[src/rtl/biriscv_wb_arbiter_pkg.sv]
// biriscv writeback definitions shared by the arbiter and its buffer.
// Register index/data widths and the {rd, value} entry layout.
package biriscv_wb_arbiter_pkg;

  localparam int RW = 5;
  localparam int XW = 32;

  typedef logic [RW-1:0] rd_t;
  typedef logic [XW-1:0] xlen_t;

  typedef struct packed {
    rd_t   rd;
    xlen_t value;
  } wb_entry_t;

  typedef enum logic [1:0] {
    SRC_NONE,
    SRC_BUF,
    SRC_WB0,
    SRC_WB1
  } wb_src_e;

endpackage

[src/rtl/biriscv_wb_arbiter_fifo.sv]
// Writeback holding buffer: two in-order pushes and one pop per cycle.
// Exposes per-slot valid/rd so the arbiter can build the pending mask.
module biriscv_wb_fifo
  import biriscv_wb_arbiter_pkg::*;
#(
  parameter int DEPTH = 4,
  localparam int PW = $clog2(DEPTH),
  localparam int CW = PW + 1
) (
  input  logic                  clk_i,
  input  logic                  rst_i,
  input  logic                  push0_i,
  input  wb_entry_t             push0_data_i,
  input  logic                  push1_i,
  input  wb_entry_t             push1_data_i,
  input  logic                  pop_i,
  output wb_entry_t             head_o,
  output logic [CW-1:0]         count_o,
  output logic [DEPTH-1:0]      ent_vld_o,
  output rd_t [DEPTH-1:0]       ent_rd_o
);

  wb_entry_t     mem_q [DEPTH];
  logic [PW-1:0] rptr_q, rptr_d;
  logic [PW-1:0] wptr_q, wptr_d;
  logic [PW-1:0] wptr1;
  logic [CW-1:0] cnt_q, cnt_d;

  // push1 lands behind push0 when both push in the same cycle
  assign wptr1 = wptr_q + PW'(push0_i);

  always_comb begin
    rptr_d = rptr_q + PW'(pop_i);
    wptr_d = wptr_q + PW'(push0_i) + PW'(push1_i);
    cnt_d  = cnt_q + CW'(push0_i) + CW'(push1_i) - CW'(pop_i);
  end

  always_ff @(posedge clk_i or negedge rst_i) begin
    if (!rst_i) begin
      rptr_q <= '0;
      wptr_q <= '0;
      cnt_q  <= '0;
    end else begin
      rptr_q <= rptr_d;
      wptr_q <= wptr_d;
      cnt_q  <= cnt_d;
    end
  end

  always_ff @(posedge clk_i) begin
    if (push0_i) mem_q[wptr_q] <= push0_data_i;
    if (push1_i) mem_q[wptr1]  <= push1_data_i;
  end

  for (genvar g = 0; g < DEPTH; g++) begin : g_ent
    logic [PW-1:0] off;
    assign off          = PW'(g) - rptr_q;
    assign ent_vld_o[g] = {1'b0, off} < cnt_q;
    assign ent_rd_o[g]  = mem_q[g].rd;
  end

  assign head_o  = mem_q[rptr_q];
  assign count_o = cnt_q;

endmodule

[src/rtl/biriscv_wb_arbiter.sv]
// Dual-pipe writeback arbiter onto one register-file write port.
// Writes commit in program order; overflow goes to a small buffer.
module biriscv_wb_arbiter
  import biriscv_wb_arbiter_pkg::*;
#(
  parameter int DEPTH = 4
) (
  input  logic          clk_i,
  input  logic          rst_i,
  input  logic          wb0_valid_i,
  input  logic [RW-1:0] wb0_rd_i,
  input  logic [XW-1:0] wb0_value_i,
  input  logic          wb1_valid_i,
  input  logic [RW-1:0] wb1_rd_i,
  input  logic [XW-1:0] wb1_value_i,
  output logic          wb0_ready_o,
  output logic          wb1_ready_o,
  output logic [RW-1:0] rd0_o,
  output logic [XW-1:0] rd0_value_o,
  output logic [31:0]   pending_o,
  output logic          idle_o
);

  localparam int CW = $clog2(DEPTH) + 1;
  localparam int AW = CW + 1;

  logic [CW-1:0]      cnt;
  logic               buf_nz;
  logic [AW-1:0]      avail;
  wb_entry_t          head;
  logic [DEPTH-1:0]   ent_vld;
  rd_t [DEPTH-1:0]    ent_rd;
  logic               acc0, acc1;
  logic               sel_buf, sel0, sel1;
  logic               push0, push1;
  wb_src_e            src;

  assign buf_nz = |cnt;
  assign idle_o = ~buf_nz;

  // slots usable this edge, counting the one freed by the head pop
  assign avail = AW'(DEPTH) - {1'b0, cnt} + AW'(buf_nz);

  assign wb0_ready_o = ~buf_nz | (avail != '0);
  assign wb1_ready_o = buf_nz ? (avail >= AW'(2)) : (avail != '0);

  assign acc0 = wb0_valid_i & wb0_ready_o & (wb0_rd_i != '0);
  assign acc1 = wb1_valid_i & wb1_ready_o & (wb1_rd_i != '0);

  assign sel_buf = buf_nz;
  assign sel0    = ~buf_nz & acc0;
  assign sel1    = ~buf_nz & ~acc0 & acc1;

  assign push0 = acc0 & buf_nz;
  assign push1 = acc1 & (buf_nz | acc0);

  always_comb begin
    src = SRC_NONE;
    unique case (1'b1)
      sel_buf: src = SRC_BUF;
      sel0:    src = SRC_WB0;
      sel1:    src = SRC_WB1;
      default: src = SRC_NONE;
    endcase
  end

  always_comb begin
    rd0_o       = '0;
    rd0_value_o = '0;
    unique case (src)
      SRC_BUF: begin
        rd0_o       = head.rd;
        rd0_value_o = head.value;
      end
      SRC_WB0: begin
        rd0_o       = wb0_rd_i;
        rd0_value_o = wb0_value_i;
      end
      SRC_WB1: begin
        rd0_o       = wb1_rd_i;
        rd0_value_o = wb1_value_i;
      end
      default: ;
    endcase
  end

  always_comb begin
    pending_o = '0;
    for (int i = 0; i < DEPTH; i++) begin
      if (ent_vld[i]) pending_o[ent_rd[i]] = 1'b1;
    end
    pending_o[0] = 1'b0;
  end

  biriscv_wb_fifo #(
    .DEPTH(DEPTH)
  ) u_fifo (
    .clk_i       (clk_i),
    .rst_i       (rst_i),
    .push0_i     (push0),
    .push0_data_i('{rd: wb0_rd_i, value: wb0_value_i}),
    .push1_i     (push1),
    .push1_data_i('{rd: wb1_rd_i, value: wb1_value_i}),
    .pop_i       (buf_nz),
    .head_o      (head),
    .count_o     (cnt),
    .ent_vld_o   (ent_vld),
    .ent_rd_o    (ent_rd)
  );

endmodule

[config.mk]
export PLATFORM = sky130hd
export DESIGN_NAME = biriscv_wb_arbiter
export DESIGN_NICKNAME = d
export VERILOG_FILES = /design/src/rtl/biriscv_wb_arbiter_pkg.sv /design/src/rtl/biriscv_wb_arbiter_fifo.sv /design/src/rtl/biriscv_wb_arbiter.sv
export SDC_FILE = /design/constraint.sdc
export NUM_CORES = 1
export LEC_CHECK = 0
export BUFFER_PORTS_ARGS = -buffer_cell sky130_fd_sc_hd__clkbuf_2
export CAP_MARGIN = 10
export CORE_MARGIN = 10
export CORE_UTILIZATION = 50
export DETAILED_ROUTE_END_ITERATION = 8
export HOLD_SLACK_MARGIN = 0.02
export PLACE_DENSITY_LB_ADDON = 0.05
export SETUP_SLACK_MARGIN = 0.1
export SLEW_MARGIN = 15
export SYNTH_ARGS = -nofsm -noshare
export SYNTH_HDL_FRONTEND = slang
export SYNTH_SLANG_ARGS = --single-unit
[constraint.sdc]
create_clock -name clk_i -period 7.16 [get_ports clk_i]
set_clock_uncertainty 0.05 [all_clocks]
set_input_delay 0.358 -clock clk_i [delete_from_list [all_inputs] [get_ports clk_i]]
set_output_delay 0.358 -clock clk_i [all_outputs]
set_load 0.005 [all_outputs]
**Word-level counts from Yosys, hierarchy flattened**

Memories as Yosys holds them, arrays and structs flattened.
Cells that the tools add are included.

- Magnitude comparators: 13
- Equality and inequality tests: 3
- Bitwise operators: 16
- Add/subtract/negate cells: 12
- Mux-type cells: 20
- Reduce and logical (&&, ||, !) cells: 8

Operators by type and width:

| operator | number |
|---|---|
| two-way mux 32 bit | 4 |
| OR 32 bit | 3 |
| case mux 32 bit (3 select lines) | 1 |
| < comparator 5 x 6 -> 1 bit (second input constant) | 4 |
| demux 1 bit (select 5 bit) | 4 |
| greater-or-equal comparator 5 x 1 -> 1 bit (second input constant) | 4 |
| case mux 5 bit (3 select lines) | 1 |
| < comparator 2 x 3 -> 1 bit | 4 |
| nonzero test 5 bit | 2 |
| AND 1 bit | 9 |
| two-way mux 1 bit | 9 |
| adder 2 x 1 -> 2 bit | 3 |
| adder 3 x 1 -> 3 bit | 2 |
| case mux 2 bit (3 select lines) | 1 |
| adder 4 x 1 -> 4 bit | 1 |
| equality test 2 bit (second input constant) | 2 |
| greater-or-equal comparator 4 x 2 -> 1 bit (second input constant) | 1 |
| logical AND 1 bit | 4 |
| nonzero test 4 bit | 1 |
| subtractor 1 x 2 -> 2 bit (first input constant) | 2 |
| subtractor 2 bit (first input constant) | 2 |
| subtractor 3 x 3 -> 4 bit (first input constant) | 1 |
| OR reduction 3 bit | 1 |
| subtractor 3 x 1 -> 3 bit | 1 |
| other kinds (3) | 5 |

- Output and inout port bits: 72
- Register bits: 7
- Memories kept: 1
- Memory bits (writable): 148
- Input port bits: 78

Memories:

| name | depth | width | read ports | clocked after Yosys merged registers in | wr ports | RTL line | source |
|---|---|---|---|---|---|---|---|
| u_fifo.mem_q | 4 | 37 | 5 | 0 | 2 | biriscv_wb_arbiter_fifo.sv:23 | `wb_entry_t mem_q [DEPTH];` |

**Logic depth before layout (Yosys ltp)**

Gate-level depths: netlist of the first run.

- Word-level depth: 12
- Depth in mapped cells: 17

**By module**

Synthesis of the first run repeated with hierarchy kept, for this count alone.

- Cells, all modules: 691
- Area total of the unflattened synthesis: 9,580.4 um^2

By module, submodules not included:

| module | sequential area each (um^2) | instances | cells an instance | area each (um^2) |
|---|---|---|---|---|
| biriscv_wb_fifo | 4,619.4 | 1 | 429 | 7,770.0 |
| biriscv_wb_arbiter | 0.0 | 1 | 262 | 1,810.5 |

**Worst setup path before layout of the first run**

Ideal clock, no wire load.

- Path type: reg2reg
- Start point: register u_fifo.cnt_q[2] (netlist: u_fifo.count_o[2])
- End point: memory u_fifo.mem_q[1][0] (netlist bit) (enable)
- Clock period less this slack: 5,878 ps
- Cell stages (with the launch flop): 14
- Slack: 1,282 ps
- Arrival time: 5,346 ps
- Setup time: 483 ps
- Required time: 6,627 ps
- Path buffers: 3
- Cells stage by stage: dfrtp_1 -> or3_1 -> buf_6 -> inv_2 -> buf_2 -> buf_1 -> ha_1 -> inv_1 -> ha_1 -> nand4b_1 -> a21oi_1 -> a211oi_1 -> nand2_1 -> o21ai_0

RTL lines:

| element | RTL line | source |
|---|---|---|
| start, declared | biriscv_wb_arbiter_fifo.sv:27 | `logic [CW-1:0] cnt_q, cnt_d;` |
| start signal, assigned | biriscv_wb_arbiter_fifo.sv:46 | `cnt_q <= cnt_d;` |
| end, declared | biriscv_wb_arbiter_fifo.sv:23 |  |

==> out/qor.csv, run 1 <==
metric;value;unit
initial antenna violation count;0;
Max Fclk;191;MHz
min Tclk post-route;5.24;ns
vias;7178;
mux contribution to synthesized area;0.300;
Fin Setup TNS;0;ns
Root Buffer;clkbuf_16;
final wirelength;29100;um
Area growth, synth to finish;15.6;%
vias in the first global route;7626;
Post-Place Cells;1105;
worst skew pair latency;0.42;ns
final net count;951;
Post-Synthesis Mean Instance Area;13.6;um2
Antenna Nets Post-Route;0;
clock-pin slew on the worst setup and hold paths;0.07;ns
drt pass-1 iters;5;
period utilization;0.732;
synthesized area;9880;um2
largest family of logic cells by synthesized area;multiplexers;
H-tree levels;4;
Synth Area in Compound Gates;0.101;
HP Class;input pin to flip-flop;
leading area contributor after synthesis;edfxtp_1;
sequential fraction of the synthesis area;0.468;
Total GRT Usage;0.224;
total core area;19500;um2
crit-path max FO;20;
layout cells sized above 1;0.408;
Critical Path Source;u_fifo.count_o[2];
DP Wirelength;19400;um
reg2reg end;u_fifo.mem_q[1][21];
Crit. End Element;flip-flop;
ys async rst share;0.0452;
# rows;51;
final design utilization;0.587;
DRC viols;0;
cts bufs inserted;17;
CTS tree;built;
Leak;4.37;nW
Mapped Cells;728;
Post-synth EDFFs;148;
ANT cells;0;
worst rel slew slack;0.233;
Simple-Gate Fraction of Synth Area;0.0731;
max_cap viols;0;
Die H;161;um
largest net degree at the start of global routing;75;
main area contributors after synthesis;edfxtp_1 (45%), mux4_2 (8.4%), mux2_2 (8.2%);
PostCTS Resize Cnt;0;
Fin. Hold Viols;0;
Hold Path End;u_fifo.mem_q[2][30];
routability cong.;0.945;
Initial Utilization;0.508;
Yosys cell types;52;
Worst Path Required;7.20;ns
Chip Width;161;um
final setup vio count;0;
Yosys warning count;0;
GRT overflow;0;
Peak VDD IR;0.000308;V
status;finished clean;
hold path startpoint;wb0_value_i[30];
Reg2Reg Setup Slack;1.92;ns
Syn Nets;819;
initial DRC count;494;
Synth Register Bits;155;
xor/xnor share of the synthesized area;0.00532;
worst hold stages;2;
Reg2Reg Launch Point;u_fifo.count_o[2];
clk buf depth;2;
RSZ-0062 raised after global routing;false;
Pins Over Slew Limit;0;
Via density;6.31;
Slew @ Worst Pin;1.15;ns
global-route wire length before repair;45300;um
Post-Synth Adder-Cell Area;0.0180;
port bufs;148;
Final Non-Filler Cells;1137;
Setup CP Type;flip-flop to flip-flop;
drt wl/cell;25.6;um
Die ar.;25800;um2
ys flop type;edfxtp_1;
CP Data Arrival Time;5.29;ns
Register-to-Register Path Depth;13;
Setup crit start kind;flip-flop;
# clock sinks;155;
pwr/cell area;495;nW/um2
I/O pins;150;
share of the synthesized area in the top cell type;0.450;
[final cells by class]
class                           count  area [um2]
Tap cell                          265         332
Inverter                           14        53.8
Clock inverter                     14         176
Clock buffer                       17         425
Timing Repair Buffer              160         833
Fill cell                        1582        8040
Multi-Input combinational cell    512        4980
Sequential cell                   155        4620
[how the worst max path moves through the flow]
stage,slack [ns],to,cells after the start
floorplan,1.28,u_fifo.mem_q[1][0],13
global placement,2.21,u_fifo.mem_q[1][28],13
detailed placement,1.93,u_fifo.mem_q[1][28],13
CTS,1.88,u_fifo.mem_q[1][32],13
global route,1.59,u_fifo.mem_q[1][21],13
finish,1.92,u_fifo.mem_q[1][21],13
[through the flow]
| stage | setup WS, ns | hold slack (ns) | total power, mW | instance area, um2 |
|---|---|---|---|---|
| finish | 1.92 | 0.223 | 5.66 | 11400 |
| floorplan | 1.28 | 0.0124 | 3.74 | 9880 |
| detailed placement | 1.93 | 0.168 | 4.76 | 10800 |
| CTS | 1.88 | 0.203 | 5.70 | 11400 |
| global placement | 2.21 | 0.162 | 4.71 | 10800 |
| global route | 1.59 | 0.229 | 6.02 | 11400 |
[cells in the final DEF, fill, tap and decap left out, types with 3 or more instances in the layout]
cell,netlist,routed
and2_1,4,4
ha_1,11,11
a221o_1,31,31
nand2b_1,15,15
buf_4,4,11
xor2_1,4,4
nand3_1,6,6
o21ai_4,0,3
nor3_1,10,10
nor2b_1,12,12
o211ai_1,3,3
or2_2,4,4
a211oi_1,33,33
nand2_1,28,28
edfxtp_1,148,148
mux2_2,72,72
mux2i_1,32,32
inv_1,12,12
nor2_1,60,60
o32ai_1,11,11
mux4_2,37,37
clkbuf_16,0,17
clkbuf_2,0,148
mux2_4,38,38
a21oi_1,4,4
o22ai_1,20,20
dfrtp_1,7,5
inv_6,0,6
inv_8,0,3
mux2_1,38,38
a221oi_1,5,5
o21bai_1,4,4
[critical path, stage by stage, from the launching register on]
cell and delay [ns]:
dfrtp_1 0.53, or3_1 0.58, inv_2 0.12, ha_1 0.17, inv_1 0.05, ha_1 0.18
or2_2 0.30, a21oi_1 0.33, a211oi_1 0.26, ha_1 0.32, xnor2_1 0.46, nand3_2 0.60
o21ai_4 0.51, buf_4 0.42
[cell families (layout without fill, tap and decap cells)]
logic type               after synthesis  count (layout)
adder cells (fa/ha/maj)               13              13
other                                  1               1
XOR/XNOR                               6               6
AND/OR/NAND/NOR                      150             150
buffers and inverters                 61             205
multiplexers                         217             217
AO/OA/AOI/OAI                        125             125
flip-flops                           155             155
[layer usage]
layer	GRT usage	wire (um)	vias to the layer above	part of all wire
met5	0	0	-	0
met4	0.0743	479	0	0.016
met3	0.0521	2160	43	0.074
met2	0.355	13900	313	0.48
met1	0.296	12600	3611	0.43
li1	-	-	3211	-
[state kept, by name, summed over array words and instances, names as in the netlist]
| signal | flops |
|---|---|
| u_fifo.count_o | 3 |
| u_fifo.rptr_q | 2 |
| u_fifo.mem_q | 148 |
| u_fifo.wptr_q | 2 |
[Yosys cell counts (all sizes together), types with 11 or more instances]
master  count
a221o      32
o32ai      11
nor2       60
o22ai      20
nor3       12
mux4       37
inv        13
a211oi     33
nor2b      12
mux2      148
edfxtp    148
nand2      28
nand2b     15
mux2i      32
buf        31
clkbuf     16
ha         11
[power by group]
group / total [mW] / internal [mW] / switching (mW)
combinational: 2.88 / 1.26 / 1.62
sequential: 1.85 / 1.58 / 0.270
clock: 0.933 / 0.528 / 0.405
total: 5.66 / 3.36 / 2.30
[what timing repair did]
action / 4_1_cts / 5_1_grt
setup buffers: 0 / 0
hold endpoints to repair: 7 / 0
hold buffers: 1 / 0
(Power assumes the default switching activity.)
==> run 2: changes to the inputs <==
--- a/config.mk
+++ b/config.mk
@@ -5,6 +5,7 @@
 export SDC_FILE = /design/constraint.sdc
 export NUM_CORES = 1
 export LEC_CHECK = 0
+export ABC_AREA = 1
 export BUFFER_PORTS_ARGS = -buffer_cell sky130_fd_sc_hd__clkbuf_2
 export CAP_MARGIN = 10
 export CORE_MARGIN = 10
==> constraint.sdc (replaced) <==
create_clock -name clk_i -period 5.35 [get_ports clk_i]
set_clock_uncertainty 0.05 [all_clocks]
set_input_delay 0.2675 -clock clk_i [delete_from_list [all_inputs] [get_ports clk_i]]
set_output_delay 0.2675 -clock clk_i [all_outputs]
set_load 0.005 [all_outputs]
==> run 2 against run 1 <==
Clock power rose by 30%. Register-to-register slack got worse by 0.53 ns. Combinational power rose by 61%. Clock-buffer cell count rose by 2. Cell area rose by 2.7%. Synthesized area rose by 5.8%. Critical endpoint is now rd0_value_o[22].
==> out/qor.csv, run 2 <==
metric;value;unit
ys async rst share;0.0452;
Final Non-Filler Cells;1715;
crit-path max FO;39;
top-count cell post-synth;nand2_1;
Root Buffer;clkbuf_16;
Syn Nets;1432;
pre-CTS setup slack;1.40;ns
RSZ-0062 raised after global routing;false;
status;finished clean;
Area growth, synth to finish;12.2;%
ANT cells;0;
Peak VDD IR;0.000400;V
I/O pins;150;
WHS;0.114;ns
Post-Place Cells;1682;
drt wl/cell;20.9;um
vias;10400;
placed standard-cell area;11100;um2
Initial Utilization;0.512;
leading area contributor after synthesis;edfxtp_1;
main area contributors after synthesis;edfxtp_1 (43%), nand2_1 (22%), nand4_1 (14%);
Setup CP Type;flip-flop to output port;
max_cap viols;0;
cell breakdown of the critical path;nor2_2 > nand2_2 > inv_2 > ha_1 > inv_1 > ha_1 > nand2_1 > inv_1 > nand2_1 > nand2_1 > nand2_1 > nand2_2 > buf_4 > nor2_4 > nand2_1 > nand3_1 > clkbuf_2;
Critical Path Max Stage Delay;0.91;ns
Worst Path Required;5.03;ns
Synth Register Bits;155;
# rows;52;
worst rel slew slack;0.229;
final setup vio count;0;
# clock sinks;155;
Antenna Nets Post-Route;0;
worst setup margin;1.37;ns
Max Fclk;251;MHz
layout cells sized above 1;0.160;
CP Data Arrival Time;3.66;ns
Via density;6.09;
final net count;1523;
drt pass-1 iters;6;
clk buf depth;2;
GRT overflow;0;
max FFs per register;148;
pwr/cell area;708;nW/um2
most common cell after layout, fill and taps aside;nand2_1;
synthesized area;10500;um2
min Tclk post-route;3.98;ns
worst skew pair latency;0.44;ns
Die H;165;um
Chip Width;165;um
Post-Synthesis Mean Instance Area;7.80;um2
critical path's slowest cell;nor2_4;
top cells by count, synth;nand2_1 (611), nand4_1 (228), edfxtp_1 (148);
period utilization;0.744;
Yosys cell types;39;
initial antenna violation count;0;
Setup crit start kind;flip-flop;
final wirelength;35900;um
largest net degree at the start of global routing;125;
Fin. Hold Viols;0;
Top reg by flops;u_fifo.mem_q;
Crit. End Element;output port;
ys flop type;edfxtp_1;
cts bufs inserted;17;
hold_buf cts;1;
total core area;20400;um2
Post-synth EDFFs;148;
global-route wire length before repair;55600;um
CP most frequent cell;nand2_1;
share of the synthesized area in the top cell type;0.425;
worst hold stages;3;
initial DRC count;1242;
Die ar.;27100;um2
clock-pin slew on the worst setup and hold paths;0.06;ns
Slew @ Worst Pin;1.15;ns
HP Class;input pin to flip-flop;
routability cong.;0.939;
Pins Over Slew Limit;0;
CTS tree;built;
Post CTS Setup Buffer Count;0;
DRC viols;0;
DP Wirelength;21000;um
Yosys warning count;0;
Total GRT Usage;0.261;
sequential fraction of the synthesis area;0.442;
PostCTS Resize Cnt;0;
vias in the first global route;9934;
port bufs;148;
H-tree levels;4;
Final Cell Area;11700;um2
commonest cells after routing, fill and taps aside;nand2_1 (610), nand4_1 (228), clkbuf_2 (148), edfxtp_1 (148), nand3_1 (60);
Leak;5.19;nW
Register-to-Register Path Depth;19;
Mapped Cells;1341;
==> run 2: per-layer routing <==
metal | share of wire | GRT usage | up-vias
met5 | 0 | 0 | -
met4 | 0.017 | 0.0741 | 0
met3 | 0.099 | 0.0446 | 55
met2 | 0.49 | 0.430 | 584
met1 | 0.40 | 0.347 | 4912
li1 | - | - | 4888
==> run 2: area by class of cell <==
type / instances / area [um2]
Timing Repair Buffer: 170 / 925
Clock inverter: 13 / 145
Tap cell: 270 / 338
Clock buffer: 19 / 443
Inverter: 51 / 191
Sequential cell: 155 / 4620
Multi-Input combinational cell: 1037 / 5070
Fill cell: 1903 / 8700
==> run 2: metrics by stage <==
| stage | util | TNS (ns) | total power [mW] |
|---|---|---|---|
| after floorplan | - | -12.27 | 5.44 |
| after global placement | 0.544 | 0 | 7.02 |
| after detailed placement | 0.544 | 0 | 7.07 |
| after CTS | 0.574 | 0 | 8.28 |
| after global routing | 0.574 | 0 | 8.86 |
| final | 0.574 | 0 | 8.31 |
==> run 2: cell families (layout without fill, tap and decap cells) <==
kind of cell    count (synthesis)  in the layout  share of synthesized area
simple gates                  971            971                      0.422
flops                         155            155                      0.442
buf+inv                       149            253                     0.0820
compound gates                 48             48                     0.0327
fa+ha+maj                      13             13                     0.0170
xor+xnor                        4              4                    0.00407
other cells                     1              1                   0.000359
==> run 2: final timing paths <==
| path | slack [ns] | from | endpoint |
|---|---|---|---|
| min in group asynchronous | 0.15 | rst_i | u_fifo.rptr_q[1] |
| max reg2reg | 1.39 | u_fifo.count_o[0] | u_fifo.mem_q[1][29] |
| max in group asynchronous | 4.92 | rst_i | u_fifo.wptr_q[1] |
| max | 1.37 | u_fifo.count_o[0] | rd0_value_o[22] |
| min | 0.11 | wb0_value_i[12] | u_fifo.mem_q[1][12] |
| min reg2reg | 0.57 | u_fifo.rptr_q[1] | u_fifo.rptr_q[1] |
==> run 2: critical path: cells and delay by family (launching register included) <==
family	cells	cell delay (ns)
AND/OR/NAND/NOR	10	1.79
buffers and inverters	5	0.59
flip-flops	1	0.45
adder cells (fa/ha/maj)	2	0.35
==> run 2: power by group <==
group,internal [mW],switching (mW),leakage [nW]
clock,0.702,0.511,0.280
sequential,2.17,0.267,1.46
combinational,1.32,3.34,3.46
